===== src/rtl/game_over_pkg.sv =====
// Shared types for the game-over compositor: FSM states, 12-bit RGB, pipeline bundle.
// Latency: n/a (types and a combinational helper only).
// Backpressure: none; the pixel path is a free-running stream.
package game_over_pkg;

   typedef enum logic [1:0] {IDLE, FADE, SHOW} go_state_t;

   typedef struct packed {
      logic [3:0] r;
      logic [3:0] g;
      logic [3:0] b;
   } rgb12_t;

   // Everything that must travel alongside the word layer's read latency.
   // Syncs are carried active-high so a cleared delay line reads as "no sync".
   typedef struct packed {
      logic [9:0] x;
      logic [9:0] y;
      logic       vde;
      logic       hs_act;
      logic       vs_act;
      rgb12_t     game;
   } pix_bus_t;

   localparam logic [11:0] KEY_COLOR_DEFAULT = 12'h000;

   // Per-channel logical right shift, so no channel bleeds into its neighbour.
   function automatic rgb12_t dim_rgb(rgb12_t c, logic [1:0] sh);
      rgb12_t o;
      o.r = c.r >> sh;
      o.g = c.g >> sh;
      o.b = c.b >> sh;
      return o;
   endfunction

endpackage


===== src/rtl/game_over_compositor_pixel_delay.sv =====
// pixel_delay: N-stage shift register with synchronous active-low clear.
// Latency: N cycles from d to q.
// Backpressure: none; shifts every clock.  Ports: clk, clr_n, d[W], q[W].
module pixel_delay #(
   parameter int W = 1,
   parameter int N = 1
) (
   input  logic         clk,
   input  logic         clr_n,
   input  logic [W-1:0] d,
   output logic [W-1:0] q
);

   logic [W-1:0] stage [N];

   always_ff @(posedge clk) begin
      if (!clr_n) begin
         for (int i = 0; i < N; i++) stage[i] <= '0;
      end else begin
         stage[0] <= d;
         for (int i = 1; i < N; i++) stage[i] <= stage[i-1];
      end
   end

   assign q = stage[N-1];

endmodule


===== src/rtl/game_over_compositor.sv =====
// game_over_compositor: merges game layer with game-over word layer, frame-synchronous fade/show FSM.
// Latency: OVER_LAT+1 cycles on every pixel/sync output. Backpressure: none (pixel stream).
// Ports: clk_25MHz, reset_n (sync), DrawX/DrawY, vde, hsync/vsync, game_over, Game_*, Over_* ->
//        Red/Green/Blue, vde_o, hsync_o, vsync_o, overlay_on. Optional macro: GAME_OVER_BLINK_EN.
module game_over_compositor
   import game_over_pkg::*;
#(
   parameter int          OVER_LAT     = 1,
   parameter int          WORD_X       = 80,
   parameter int          WORD_Y       = 100,
   parameter int          WORD_W       = 320,
   parameter int          WORD_H       = 64,
   parameter int          FADE_FRAMES  = 8,
   parameter int          DIM_MAX      = 2,
   parameter logic [11:0] KEY_COLOR    = KEY_COLOR_DEFAULT,
   parameter int          BLINK_FRAMES = 30
) (
   input  logic       clk_25MHz,
   input  logic       reset_n,
   input  logic [9:0] DrawX,
   input  logic [9:0] DrawY,
   input  logic       vde,
   input  logic       hsync,
   input  logic       vsync,
   input  logic       game_over,
   input  logic [3:0] Game_Red,
   input  logic [3:0] Game_Green,
   input  logic [3:0] Game_Blue,
   input  logic [3:0] Over_Red,
   input  logic [3:0] Over_Green,
   input  logic [3:0] Over_Blue,
   output logic [3:0] Red,
   output logic [3:0] Green,
   output logic [3:0] Blue,
   output logic       vde_o,
   output logic       hsync_o,
   output logic       vsync_o,
   output logic       overlay_on
);

   if (OVER_LAT < 1 || OVER_LAT > 4) begin : g_bad_lat
      $error("OVER_LAT must be 1..4");
   end
   if (FADE_FRAMES < 1 || FADE_FRAMES > 255) begin : g_bad_fade
      $error("FADE_FRAMES must be 1..255");
   end
   if (DIM_MAX < 1 || DIM_MAX > 3) begin : g_bad_dim
      $error("DIM_MAX must be 1..3");
   end
   if (BLINK_FRAMES < 1) begin : g_bad_blink
      $error("BLINK_FRAMES must be >= 1");
   end

   // Window bounds in 11 bits so WORD_X+WORD_W may exceed 1023 without wrapping.
   localparam logic [10:0] X_LO      = 11'(WORD_X);
   localparam logic [10:0] X_HI      = 11'(WORD_X + WORD_W);
   localparam logic [10:0] Y_LO      = 11'(WORD_Y);
   localparam logic [10:0] Y_HI      = 11'(WORD_Y + WORD_H);
   localparam logic [7:0]  FADE_LAST = 8'(FADE_FRAMES - 1);
   localparam logic [1:0]  DIM_TOP   = 2'(DIM_MAX);

   // ---------------- alignment to the word layer ----------------
   pix_bus_t pix_in, pix_dl;

   assign pix_in = '{x: DrawX, y: DrawY, vde: vde, hs_act: ~hsync, vs_act: ~vsync,
                     game: '{r: Game_Red, g: Game_Green, b: Game_Blue}};

   pixel_delay #(.W($bits(pix_bus_t)), .N(OVER_LAT)) u_align (
      .clk   (clk_25MHz),
      .clr_n (reset_n),
      .d     (pix_in),
      .q     (pix_dl)
   );

   // ---------------- frame tick ----------------
   logic vsync_prev;
   logic tick;

   assign tick = vsync_prev & ~vsync;

   // ---------------- fade / overlay FSM ----------------
   go_state_t  state_q, state_d;
   logic [1:0] dim_q, dim_d;
   logic [7:0] fcnt_q, fcnt_d;
   logic       blink_vis;

   always_comb begin
      state_d = state_q;
      dim_d   = dim_q;
      fcnt_d  = fcnt_q;
      if (tick) begin
         case (state_q)
            IDLE: begin
               dim_d = 2'd0;
               if (game_over) begin
                  state_d = FADE;
                  fcnt_d  = 8'd0;
               end
            end
            FADE: begin
               // Dropping game_over wins over a dim step on the same tick.
               if (!game_over) begin
                  state_d = IDLE;
                  dim_d   = 2'd0;
                  fcnt_d  = 8'd0;
               end else if (fcnt_q == FADE_LAST) begin
                  fcnt_d = 8'd0;
                  dim_d  = dim_q + 2'd1;
                  if (dim_q + 2'd1 == DIM_TOP) state_d = SHOW;
               end else begin
                  fcnt_d = fcnt_q + 8'd1;
               end
            end
            SHOW: begin
               dim_d = DIM_TOP;
               if (!game_over) begin
                  state_d = IDLE;
                  dim_d   = 2'd0;
               end
            end
            default: begin
               state_d = IDLE;
               dim_d   = 2'd0;
               fcnt_d  = 8'd0;
            end
         endcase
      end
   end

   always_ff @(posedge clk_25MHz) begin
      if (!reset_n) begin
         vsync_prev <= 1'b1;
         state_q    <= IDLE;
         dim_q      <= 2'd0;
         fcnt_q     <= 8'd0;
      end else begin
         vsync_prev <= vsync;
         state_q    <= state_d;
         dim_q      <= dim_d;
         fcnt_q     <= fcnt_d;
      end
   end

`ifdef GAME_OVER_BLINK_EN
   localparam logic [15:0] BLINK_LAST = 16'(BLINK_FRAMES - 1);
   logic [15:0] bcnt_q, bcnt_d;
   logic        vis_q, vis_d;

   // Counter only runs while SHOW persists; any other tick re-arms it visible.
   always_comb begin
      bcnt_d = bcnt_q;
      vis_d  = vis_q;
      if (tick) begin
         if (state_q == SHOW && state_d == SHOW) begin
            if (bcnt_q == BLINK_LAST) begin
               bcnt_d = 16'd0;
               vis_d  = ~vis_q;
            end else begin
               bcnt_d = bcnt_q + 16'd1;
            end
         end else begin
            bcnt_d = 16'd0;
            vis_d  = 1'b1;
         end
      end
   end

   always_ff @(posedge clk_25MHz) begin
      if (!reset_n) begin
         bcnt_q <= 16'd0;
         vis_q  <= 1'b1;
      end else begin
         bcnt_q <= bcnt_d;
         vis_q  <= vis_d;
      end
   end

   assign blink_vis = vis_q;
`else
   assign blink_vis = 1'b1;
`endif

   // ---------------- compositing ----------------
   rgb12_t over_c, dimmed, pix_c, rgb_q;
   logic   in_win, show_word;

   assign over_c    = '{r: Over_Red, g: Over_Green, b: Over_Blue};
   assign dimmed    = dim_rgb(pix_dl.game, dim_q);
   assign in_win    = ({1'b0, pix_dl.x} >= X_LO) && ({1'b0, pix_dl.x} < X_HI) &&
                      ({1'b0, pix_dl.y} >= Y_LO) && ({1'b0, pix_dl.y} < Y_HI);
   assign show_word = (state_q == SHOW) && in_win && (over_c != KEY_COLOR) && blink_vis;
   assign pix_c     = !pix_dl.vde ? rgb12_t'(12'h000) : (show_word ? over_c : dimmed);

   always_ff @(posedge clk_25MHz) begin
      if (!reset_n) begin
         rgb_q   <= '0;
         vde_o   <= 1'b0;
         hsync_o <= 1'b1;
         vsync_o <= 1'b1;
      end else begin
         rgb_q   <= pix_c;
         vde_o   <= pix_dl.vde;
         hsync_o <= ~pix_dl.hs_act;
         vsync_o <= ~pix_dl.vs_act;
      end
   end

   assign Red        = rgb_q.r;
   assign Green      = rgb_q.g;
   assign Blue       = rgb_q.b;
   assign overlay_on = (state_q == SHOW);

endmodule

===== config.mk =====
export PLATFORM = sky130hd
export DESIGN_NAME = game_over_compositor
export DESIGN_NICKNAME = d
export VERILOG_FILES = /design/src/rtl/game_over_pkg.sv /design/src/rtl/game_over_compositor_pixel_delay.sv /design/src/rtl/game_over_compositor.sv
export SDC_FILE = /design/constraint.sdc
export NUM_CORES = 1
export LEC_CHECK = 0
export ABC_AREA = 1
export CORE_AREA = 8 8 71 135
export CTS_BUF_LIST = sky130_fd_sc_hd__clkbuf_8
export CTS_CLUSTER_DIAMETER = 120
export CTS_CLUSTER_SIZE = 16
export DETAILED_ROUTE_END_ITERATION = 7
export DIE_AREA = 0 0 79 143
export GPL_TIMING_DRIVEN = 1
export PLACE_DENSITY = 0.67
export SLEW_MARGIN = 0
export SYNTH_ARGS = -nofsm -noshare
export SYNTH_HDL_FRONTEND = slang
export SYNTH_HIERARCHICAL = 1
export SYNTH_SLANG_ARGS = --single-unit

===== constraint.sdc =====
create_clock -name clk_25MHz -period 1.5 [get_ports clk_25MHz]
set_input_delay 0.3 -clock clk_25MHz [delete_from_list [all_inputs] [get_ports clk_25MHz]]
set_output_delay 0.3 -clock clk_25MHz [all_outputs]
set_load 0.02 [all_outputs]

# Word-level counts from Yosys, hierarchy flattened

Memories as Yosys holds them, arrays and structs flattened.
Index checks and enable logic that the tools add are counted.

Multiplexer cells: 19
Reduce and logical (&&, ||, !) cells: 12
Shift operators: 3
Add/sub/neg operators: 2
Equality and inequality tests: 8
Bitwise operators: 6
$lt $le $gt $ge: 4

Operator list:

| kind                                                                                  | number |
|---|---|
| 35-bit 2-to-1 mux                                                                     | 1 |
| 35-bit OR reduction                                                                   | 1 |
| 8-bit 2-to-1 mux                                                                      | 3 |
| 8-bit one-hot mux with 3 select lines                                                 | 1 |
| 10-bit by 7-bit greater-or-equal comparator with 1-bit output (second input constant) | 2 |
| 2-bit 2-to-1 mux                                                                      | 8 |
| 12-bit 2-to-1 mux                                                                     | 1 |
| 12-bit nonzero test                                                                   | 1 |
| 4-bit by 2-bit right shift with 4-bit output                                          | 3 |
| 10-bit by 8-bit < comparator with 1-bit output (second input constant)                | 1 |
| 10-bit by 9-bit < comparator with 1-bit output (second input constant)                | 1 |
| 8-bit by 1-bit adder with 8-bit output (second input constant)                        | 1 |
| 8-bit by 3-bit equality test with 1-bit output (second input constant)                | 1 |
| 3-bit inequality test (second input constant)                                         | 2 |
| 2-bit one-hot mux with 3 select lines                                                 | 1 |
| 1-bit logical AND                                                                     | 5 |
| 1-bit NOT                                                                             | 5 |
| 5-bit AND reduction                                                                   | 1 |
| 2-bit equality test (second input constant)                                           | 2 |
| 2-bit inequality test (second input constant)                                         | 2 |
| 2-bit one-hot mux with 2 select lines                                                 | 1 |
| 2-bit AND reduction                                                                   | 2 |
| 1-bit 2-to-1 mux                                                                      | 3 |
| 3-bit AND reduction                                                                   | 1 |
| 4 further kinds                                                                       | 4 |

Memories: 1
Word-level logic and storage cells: 65
Bits in registers: 28
Bits of input ports: 50
Memory bits (writable): 35
Output and inout bits: 16

Memories:

| name          | words | width | read ports | clocked after Yosys merged registers in | write ports | RTL line                               | text |
|---|---|---|---|---|---|---|---|
| u_align.stage | 1     | 35    | 1          | 0                                       | 1           | game_over_compositor_pixel_delay.sv:14 | `logic [W-1:0] stage [N];` |

# Logic depth before layout (Yosys ltp)

Gate-level depths: netlist (run 1).
An unclocked memory read counts as a cell.

Depth after elaboration: 8
Mapped depth: 11
Gate-level depth less buffers: 10

# By module

The synthesis (run 1) kept the hierarchy.

Modules (own cells, without submodules):

| module               | times used | sequential area each (um^2) | cells an instance | area an instance (um^2) |
|---|---|---|---|---|
| game_over_compositor | 1          | 560.5                       | 262               | 1675.4 |
| pixel_delay          | 1          | 700.7                       | 109               | 1004.7 |

# Worst setup path before layout (run 1)

OpenSTA, ideal clock, no wires.

Path type: register to register
From: register state_q[0]
To: register rgb_q, in the netlist Blue[3]
Data arrival time: 1.440 ns
Cell stages (with the launch flop): 11
Data required time: 1.387 ns
Buffers on the path: 1
Path slack: -0.053 ns
Library setup time: 0.113 ns
Clock period less this slack: 1.553 ns
Cells stage by stage: dfxtp_1 > inv_1 > ha_1 > nand2_1 > nor2_2 > nand2_1 > nor2_2 > nand4_2 > buf_6 > nor2_1 > nor2_1

Word-level cells in the longest chain between the ends: 4

RTL lines:

| element                        | RTL line                    | text |
|---|---|---|
| from (decl)                    | game_over_compositor.sv:82  | `go_state_t state_q, state_d;` |
| from (signal assigned)         | game_over_compositor.sv:138 | `state_q <= state_d;` |
| 2-bit equality test            | --                          |  |
| via overlay_on                 | game_over_compositor.sv:38  | `output logic overlay_on` |
| 1-bit logical AND (2 in a row) | game_over_compositor.sv:191 | `assign show_word = (state_q == SHOW) && in_win && (over_c != KEY_COLOR) && blink_vis;` |
| 12-bit 2-to-1 mux              | game_over_compositor.sv:192 | `assign pix_c = !pix_dl.vde ? rgb12_t'(12'h000) : (show_word ? over_c : dimmed);` |
| to (signal assigned)           | game_over_compositor.sv:201 | `rgb_q <= pix_c;` |
| to (decl)                      | game_over_compositor.sv:184 | `rgb12_t over_c, dimmed, pix_c, rgb_q;` |

The timed path passes the listed nets, and every way through them passes these cells.
A chain may end at the register's enable or synchronous reset.

# Worst setup path in the final report (run 1)

From: register fcnt_q[0]
To: register state_q[0]

Word-level cells in the longest chain between the ends: 3

RTL lines:

| element                                        | RTL line                    | text |
|---|---|---|
| from (decl)                                    | game_over_compositor.sv:84  | `logic [7:0] fcnt_q, fcnt_d;` |
| from (signal assigned)                         | game_over_compositor.sv:140 | `fcnt_q <= fcnt_d;` |
| 8-bit by 3-bit equality test with 1-bit output | game_over_compositor.sv:106 | `end else if (fcnt_q == FADE_LAST) begin` |
| 3-bit inequality test (no source line)         | --                          |  |
| 5-bit AND reduction (no source line)           | --                          |  |

Every way passes these cells.

==> results of run 1 <==
==> worst reg2reg max path: stages, from the launching register on <==
cell     delay (ns)
dfxtp_2        0.35
ha_2           0.18
nand2_1        0.07
inv_1          0.09
nand3_2        0.09
o21ai_4        0.24
nand2_2        0.13
o21ai_2        0.15
a21oi_1        0.06
==> power by group through the flow <==
stage	clock network, mW	logic (mW)	registers, mW
global placement	0	0.516	1.64
detailed placement	0	0.519	1.64
floorplan	0	0.267	1.65
finish	1.09	0.574	1.61
CTS	1.16	0.521	1.61
global route	1.21	0.636	1.62
==> routing by layer <==
metal  track usage, %  part of all wire (%)  up-vias
li1                 -                     -     1234
met1             11.5                    44      962
met2             15.8                    46       53
met3             4.79                   7.7        7
met4             5.70                   1.8        0
met5                0                     0        -
==> what timing repair did <==
action | 4_1_cts | 5_1_grt
resized for setup | 25 | 36
endpoints found under the setup margin | 29 | 24
endpoints found under the hold margin | 0 | 0
buffers inserted | 1 | 0
pin swaps | 3 | 10
==> worst max-delay path by stage <==
| stage | start | end | slack, ns | cells after the start |
|---|---|---|---|---|
| floorplan | state_q[0]$_SDFFE_PN0P_ | Blue[3]$_SDFF_PN0_ | 0.02 | 10 |
| global placement | game_over | fcnt_q[5]$_SDFFE_PN0P_ | -0.15 | 9 |
| detailed placement | Over_Green[2] | Green[1]$_SDFF_PN0_ | -0.17 | 10 |
| CTS | state_q[0]$_SDFFE_PN0P_ | Green[0]$_SDFF_PN0_ | 0.00008 | 11 |
| global route | fcnt_q[0]$_SDFFE_PN0P_ | state_q[0]$_SDFFE_PN0P_ | -0.07 | 8 |
| finish | fcnt_q[0]$_SDFFE_PN0P_ | state_q[0]$_SDFFE_PN0P_ | 0.03 | 8 |
==> through the flow <==
stage / worst slack [ns] / TNS (ns) / power [mW] / cell area, sq um
after global routing: -0.0659 / -0.485 / 3.47 / 3620
after floorplan: 0.0198 / 0 / 1.92 / 2520
after CTS: 0.0000797 / 0 / 3.29 / 3500
after detailed placement: -0.169 / -2.81 / 2.16 / 3340
after global placement: -0.150 / -2.47 / 2.16 / 3340
final: 0.0255 / 0 / 3.28 / 3620
==> layout make-up <==
type / count / area share (%)
flip-flops and latches: 57 / 31.7
multi-input cells: 214 / 31.6
repair buffers: 87 / 22.1
inverters: 71 / 7.36
clock buffers: 9 / 3.42
well taps: 96 / 3.32
clock inverters: 5 / 0.553
==> flip-flops by register name, summed over array words and instances, names as in the netlist, 2 cells and up <==
name / count
u_align/stage: 29
state_q: 2
Blue: 4
Red: 4
fcnt_q: 8
dim_q: 2
Green: 4
==> results by group, run 1 <==
Pwr
  • Int Pwr: 2.43 mW
  • Pwr per Cell Area: ~900 nW/um^2
  • Psw: 852 uW
  • Comb pwr share: between 10% and 20%
  • Switch share: roughly 26%
  • Max VDD drop: 0.544 mV
  • Part of the power in the clock network: 33.3%
  • Leakage power: 1.86 nW
  • Sequential Power Share: 49.2%

Finish
  • Ant diodes: 0
  • Fillers: 823
  • Final cell count without fillers: 539
  • Most frequent cells in the layout: nand2_1, inv_1, dfxtp_1, nor2_1, clkdlybuf4s50_1
  • Multi-input logic area: about 1100 sq um
  • Core Util, Final: 46.3%
  • Sequential Area: between 1000 and 1500 sq um
  • Proportion of layout cells with a drive suffix above 1: 16.9%
  • Layout net count: 495
  • Area growth, synth to finish: 44.0%
  • Leading cell type in the layout, fill and taps excluded: nand2_1

Place
  • Placed cells: 524
  • RD Place Congestion: 0.811
  • Post-DP HPWL: 4.22 mm
  • Buffers on Ports: between 50 and 60

Critical path
  • Reg-to-reg startpoint: fcnt_q[0]$_SDFFE_PN0P_
  • Critical path fanouts, max: 4
  • Setup slack, reg-to-reg: 0.03 ns
  • Buf/Inv on CP: 1
  • Crit-path leading delay family: compound AO/OA/AOI/OAI gates
  • Worst R2R Path Depth: 8
  • Crit-path max cell delay: approximately 0.35 ns
  • Critical Path Sink Type: flip-flop
  • WP data arrival: 1.69 ns
  • Critical path launch point type: flip-flop
  • Worst r2r dst: state_q[0]$_SDFFE_PN0P_
  • CP cell instances: ha_2 > nand2_1 > inv_1 > nand3_2 > o21ai_4 > nand2_2 > o21ai_2 > a21oi_1
  • Worst path required time: 1.71 ns
  • CP max stage cell: dfxtp_2
  • Crit Path Class: reg -> reg

STA
  • Final Slew Violations: 0
  • Final setup fails: 0
  • Final setup skew: between 0.003 and 0.004 ns
  • Measured slew at the worst slew-check pin: 0.395 ns
  • Final Hold Fails: 0
  • Relative slew slack: between 70% and 80%
  • Final worst path period share: 98.3%
  • RSZ-0062 raised after global routing: true
  • WHS: 0.364 ns
  • Crit path time final: around 1.5 ns
  • Fmax: slightly below 700 MHz

Clock tree
  • Clock Tree Buf Depth: 2
  • CTS sink count: 57
  • Clock transition at path regs: approximately 0.06 ns
  • Hold Buf Count CTS: 0
  • CTS tree: built
  • CTS Buf Count: 9
  • Clk_lat worst skew: about 0.33 ns
  • H-Tree Depth: 3
  • Clock Tree Root: clkbuf_8

Yosys
  • Average size of a mapped cell: 7.12 sq um
  • Post-Syn Area: 2510 sq um
  • Synth Instances: around 350
  • YS warnings: 6
  • Mapped Nets: 408

Global routing
  • Initial antenna violation count: 0
  • All-Layer GR Usage: 10.3%
  • Number of global-route vias before repair: between 2,000 and 2,500
  • Pin count of the biggest net entering global routing: 30
  • GRT Residual Overflow: 0
  • First-pass GRT wire length: 9.21 mm

Route
  • Routed wire length: about 5.7 mm
  • DRT antenna net count: 0
  • Vias: about 2,300
  • DR iter-0 viols: 98
  • Via-per-instance ratio: 4.19
  • Mean routed wirelength per cell: approximately 11 um
  • First-pass iteration count of the detailed router: 4
  • Remaining DRCs: 0

Die
  • Ports: 66
  • Die area: 11,300 sq um
  • Die width: 79 um
  • Starting density of the core: between 30% and 40%
  • Die H: 143 um
  • Core Area: 7830 sq um
  • Cell row count: between 40 and 50

Worst hold path
  • Depth of the worst hold-timing path: 1
  • HP Class: reg -> reg
  • Hold Path Origin: u_align/stage[0][12]$_SDFF_PN0_
  • Hold Path Sink: vsync_o$_SDFF_PN1_

Status
  • Status: complete, no violations

Flow run
  • Max_cap viols: 0
Note: power is estimated with default switching activity, not from simulation.
==> run 2: changes to the inputs <==
--- a/config.mk
+++ b/config.mk
@@ -6,12 +6,12 @@
 export NUM_CORES = 1
 export LEC_CHECK = 0
 export ABC_AREA = 1
-export CORE_AREA = 8 8 71 135
-export CTS_BUF_LIST = sky130_fd_sc_hd__clkbuf_8
+export CORE_AREA = 2 2 65 129
+export CTS_BUF_LIST = sky130_fd_sc_hd__clkbuf_16
 export CTS_CLUSTER_DIAMETER = 120
 export CTS_CLUSTER_SIZE = 16
 export DETAILED_ROUTE_END_ITERATION = 7
-export DIE_AREA = 0 0 79 143
+export DIE_AREA = 0 0 67 131
 export GPL_TIMING_DRIVEN = 1
 export PLACE_DENSITY = 0.67
 export SLEW_MARGIN = 0
==> run 2 against run 1 <==
Combinational power is 2% higher. Hold slack worse by 0.0042 ns. Clock-buffer cell count did not move.
==> results by group, run 2 (same netlist as run 1, synthesis figures left out) <==
Route
  • Remaining DRCs: 0 (unchanged)
  • First-pass iteration count of the detailed router: 4 (unchanged)
  • Routed wire length: 5.37 mm (-5.6%)
  • Via-per-instance ratio: 4.23 (+1.0%)
  • DRT antenna net count: 0 (unchanged)
  • Vias: 2,287 (+1.4%)
  • DR iter-0 viols: 56 (-43%)
  • Mean routed wirelength per cell: 9.92 um (-6.0%)

Die
  • Core Area: 7830 sq um (unchanged)
  • Die H: 131 um (-8.4%)
  • Die area: 8780 sq um (-22%)
  • Die width: 67 um (-15%)
  • Starting density of the core: 32.1% (unchanged)
  • Ports: 66 (unchanged)
  • Cell row count: 46 (unchanged)

Place
  • Placement Setup Slack: -0.210 ns (-0.0405 ns)
  • Post-DP HPWL: 3.97 mm (-6.0%)
  • Placed cells: 523 (-0.19%)
  • RD Place Congestion: 0.772 (-4.8%)
  • Buffers on Ports: 59 (unchanged)

Pwr
  • Total power: 4.07 mW (+24%)
  • Psw: 936 uW (+9.8%)
  • Part of the power in the clock network: 45.9% (+13 points)
  • Int Pwr: 3.13 mW (+29%)
  • Comb pwr share: 14.4% (-3.1 points)
  • Switch share: 23.0% (-3.0 points)
  • Max VDD drop: 0.888 mV (+63%)
  • Leakage power: 1.91 nW (+2.7%)
  • Pwr per Cell Area: 1080 nW/um^2 (+19%)
  • Sequential Power Share: 39.7% (-9.5 points)

Critical path
  • CP max stage cell: dfxtp_2
  • Crit-path leading delay family: flip-flops
  • Critical Path Sink Type: primary output
  • Worst R2R Path Depth: 11 (+3)
  • Worst path required time: 1.20 ns (-0.51 ns)
  • WP data arrival: 1.13 ns (-0.56 ns)
  • CP cell instances: inv_2 > ha_4 > buf_12 > clkbuf_2
  • Crit-path max cell delay: 0.33 ns (-0.02 ns)
  • Reg-to-reg startpoint: state_q[0]$_SDFFE_PN0P_
  • Setup crit start: state_q[0]$_SDFFE_PN0P_
  • Buf/Inv on CP: 3 (+2)
  • Crit path depth: 4 (-4)
  • Critical path fanouts, max: 3 (-1)
  • Critical path launch point type: flip-flop
  • Crit Path Class: reg -> out

Flow run
  • Max_cap viols: 0 (unchanged)

Global routing
  • Number of global-route vias before repair: 2,171 (+1.8%)
  • First-pass GRT wire length: 8.97 mm (-2.6%)
  • GRT Residual Overflow: 0 (unchanged)
  • Pin count of the biggest net entering global routing: 21 (-30%)
  • Initial antenna violation count: 0 (unchanged)
  • All-Layer GR Usage: 13.6% (+3.2 points)

Finish
  • Largest registers: u_align/stage: 29 flops, fcnt_q: 8 flops
  • Layout net count: 495 (unchanged)
  • Area growth, synth to finish: 50.1%
  • Ant diodes: 0 (unchanged)
  • Proportion of layout cells with a drive suffix above 1: 17.5% (+0.60 points)
  • Fillers: 810 (-1.6%)
  • Leading cell type in the layout, fill and taps excluded: nand2_1
  • Final cell count without fillers: 541 (+0.37%)
  • Multi-input logic area: 1150 sq um (+0.66%)
  • Core Util, Final: 48.2% (+2.0 points)
  • Most frequent cells in the layout: nand2_1, inv_1, dfxtp_1, nor2_1, clkdlybuf4s50_1
  • Register with the most flip-flops: u_align/stage
  • Sequential Area: 1150 sq um (+0.22%)
  • Max reg flops: 29 (unchanged)

STA
  • Measured slew at the worst slew-check pin: 0.377 ns (-0.0180 ns)
  • Setup ws final: 0.0716 ns (+0.0461 ns)
  • Final Slew Violations: 0 (unchanged)
  • Final worst path period share: 95.2% (-3.1 points)
  • Final setup fails: 0 (unchanged)
  • Fmax: 700 MHz (+3.2%)
  • RSZ-0062 raised after global routing: true
  • Relative slew slack: 74.8% (+1.2 points)
  • Final setup skew: 0.00424 ns (+0.000348 ns)
  • Crit path time final: 1.43 ns (-0.0461 ns)
  • Final Hold Fails: 0 (unchanged)

Clock tree
  • H-Tree Depth: 3 (unchanged)
  • CTS tree: built
  • Clk_lat worst skew: 0.32 ns (about the same)
  • CTS Buf Count: 9 (unchanged)
  • Clock Tree Buf Depth: 2 (unchanged)
  • Hold Buf Count CTS: 0 (unchanged)
  • Clock Tree Root: clkbuf_16
  • Clock transition at path regs: 0.05 ns (about the same)
  • CTS sink count: 57 (unchanged)

Worst hold path
  • Hold Path Origin: u_align/stage[0][13]$_SDFF_PN0_
  • Depth of the worst hold-timing path: 1 (unchanged)
  • HP Class: reg -> reg

Status
  • Status: complete, no violations
==> run 2: changes by cell type in the layout (fill, tap and decap cells not counted), moves of 2 or more <==
cell	before	now
clkbuf_16	0	9
clkbuf_8	9	0
clkinv_1	0	3
inv_1	73	70
nand2_1	80	77
nand2_2	7	10
nand3_1	13	15
nand3_2	3	1
==> run 2: what timing repair did <==
action	in CTS	in global routing
buffers inserted	0	2
cloned	0	0
gates resized for setup	28	35
pin swaps	5	17
endpoints found under the setup margin	33	24
==> run 2: power by group through the flow <==
stage | combinational (mW) | clock, mW | sequential [mW]
after floorplan | 0.267 | 0 | 1.65
after global placement | 0.513 | 0 | 1.64
after detailed placement | 0.519 | 0 | 1.64
after CTS | 0.530 | 1.93 | 1.61
after global routing | 0.657 | 2.00 | 1.62
final | 0.586 | 1.87 | 1.61
==> run 2: through the flow <==
stage	setup TNS [ns]	area [sq um]	hold slack, ns
after floorplan	0	2520	0.343
after global placement	-2.57	3340	0.344
after detailed placement	-3.50	3340	0.353
after CTS	0	3630	0.364
after global routing	-0.128	3770	0.387
final	0	3770	0.360
==> run 2: routing by layer <==
metal | track usage, % | share of wire [%] | vias up
met5 | 0 | 0 | -
met4 | 7.20 | 1.5 | 0
met3 | 4.20 | 5.4 | 6
met2 | 23.1 | 51 | 52
met1 | 14.7 | 42 | 992
li1 | - | - | 1237
==> run 2: layout make-up <==
| class | count | area share, % |
|---|---|---|
| flip-flops and latches | 57 | 30.4 |
| well taps | 96 | 3.18 |
| clock buffers | 9 | 5.97 |
| inverters | 71 | 7.06 |
| repair buffers | 87 | 21.4 |
| clock inverters | 7 | 1.43 |
| multi-input cells | 214 | 30.5 |
==> run 2: final timing paths <==
| check | slack (ns) | end |
|---|---|---|
| setup / recovery | 0.07 | overlay_on |
| hold / removal | 0.36 | hsync_o$_SDFF_PN1_ |
| setup reg to reg | 0.08 | Red[3]$_SDFF_PN0_ |
| hold reg to reg | 0.36 | hsync_o$_SDFF_PN1_ |
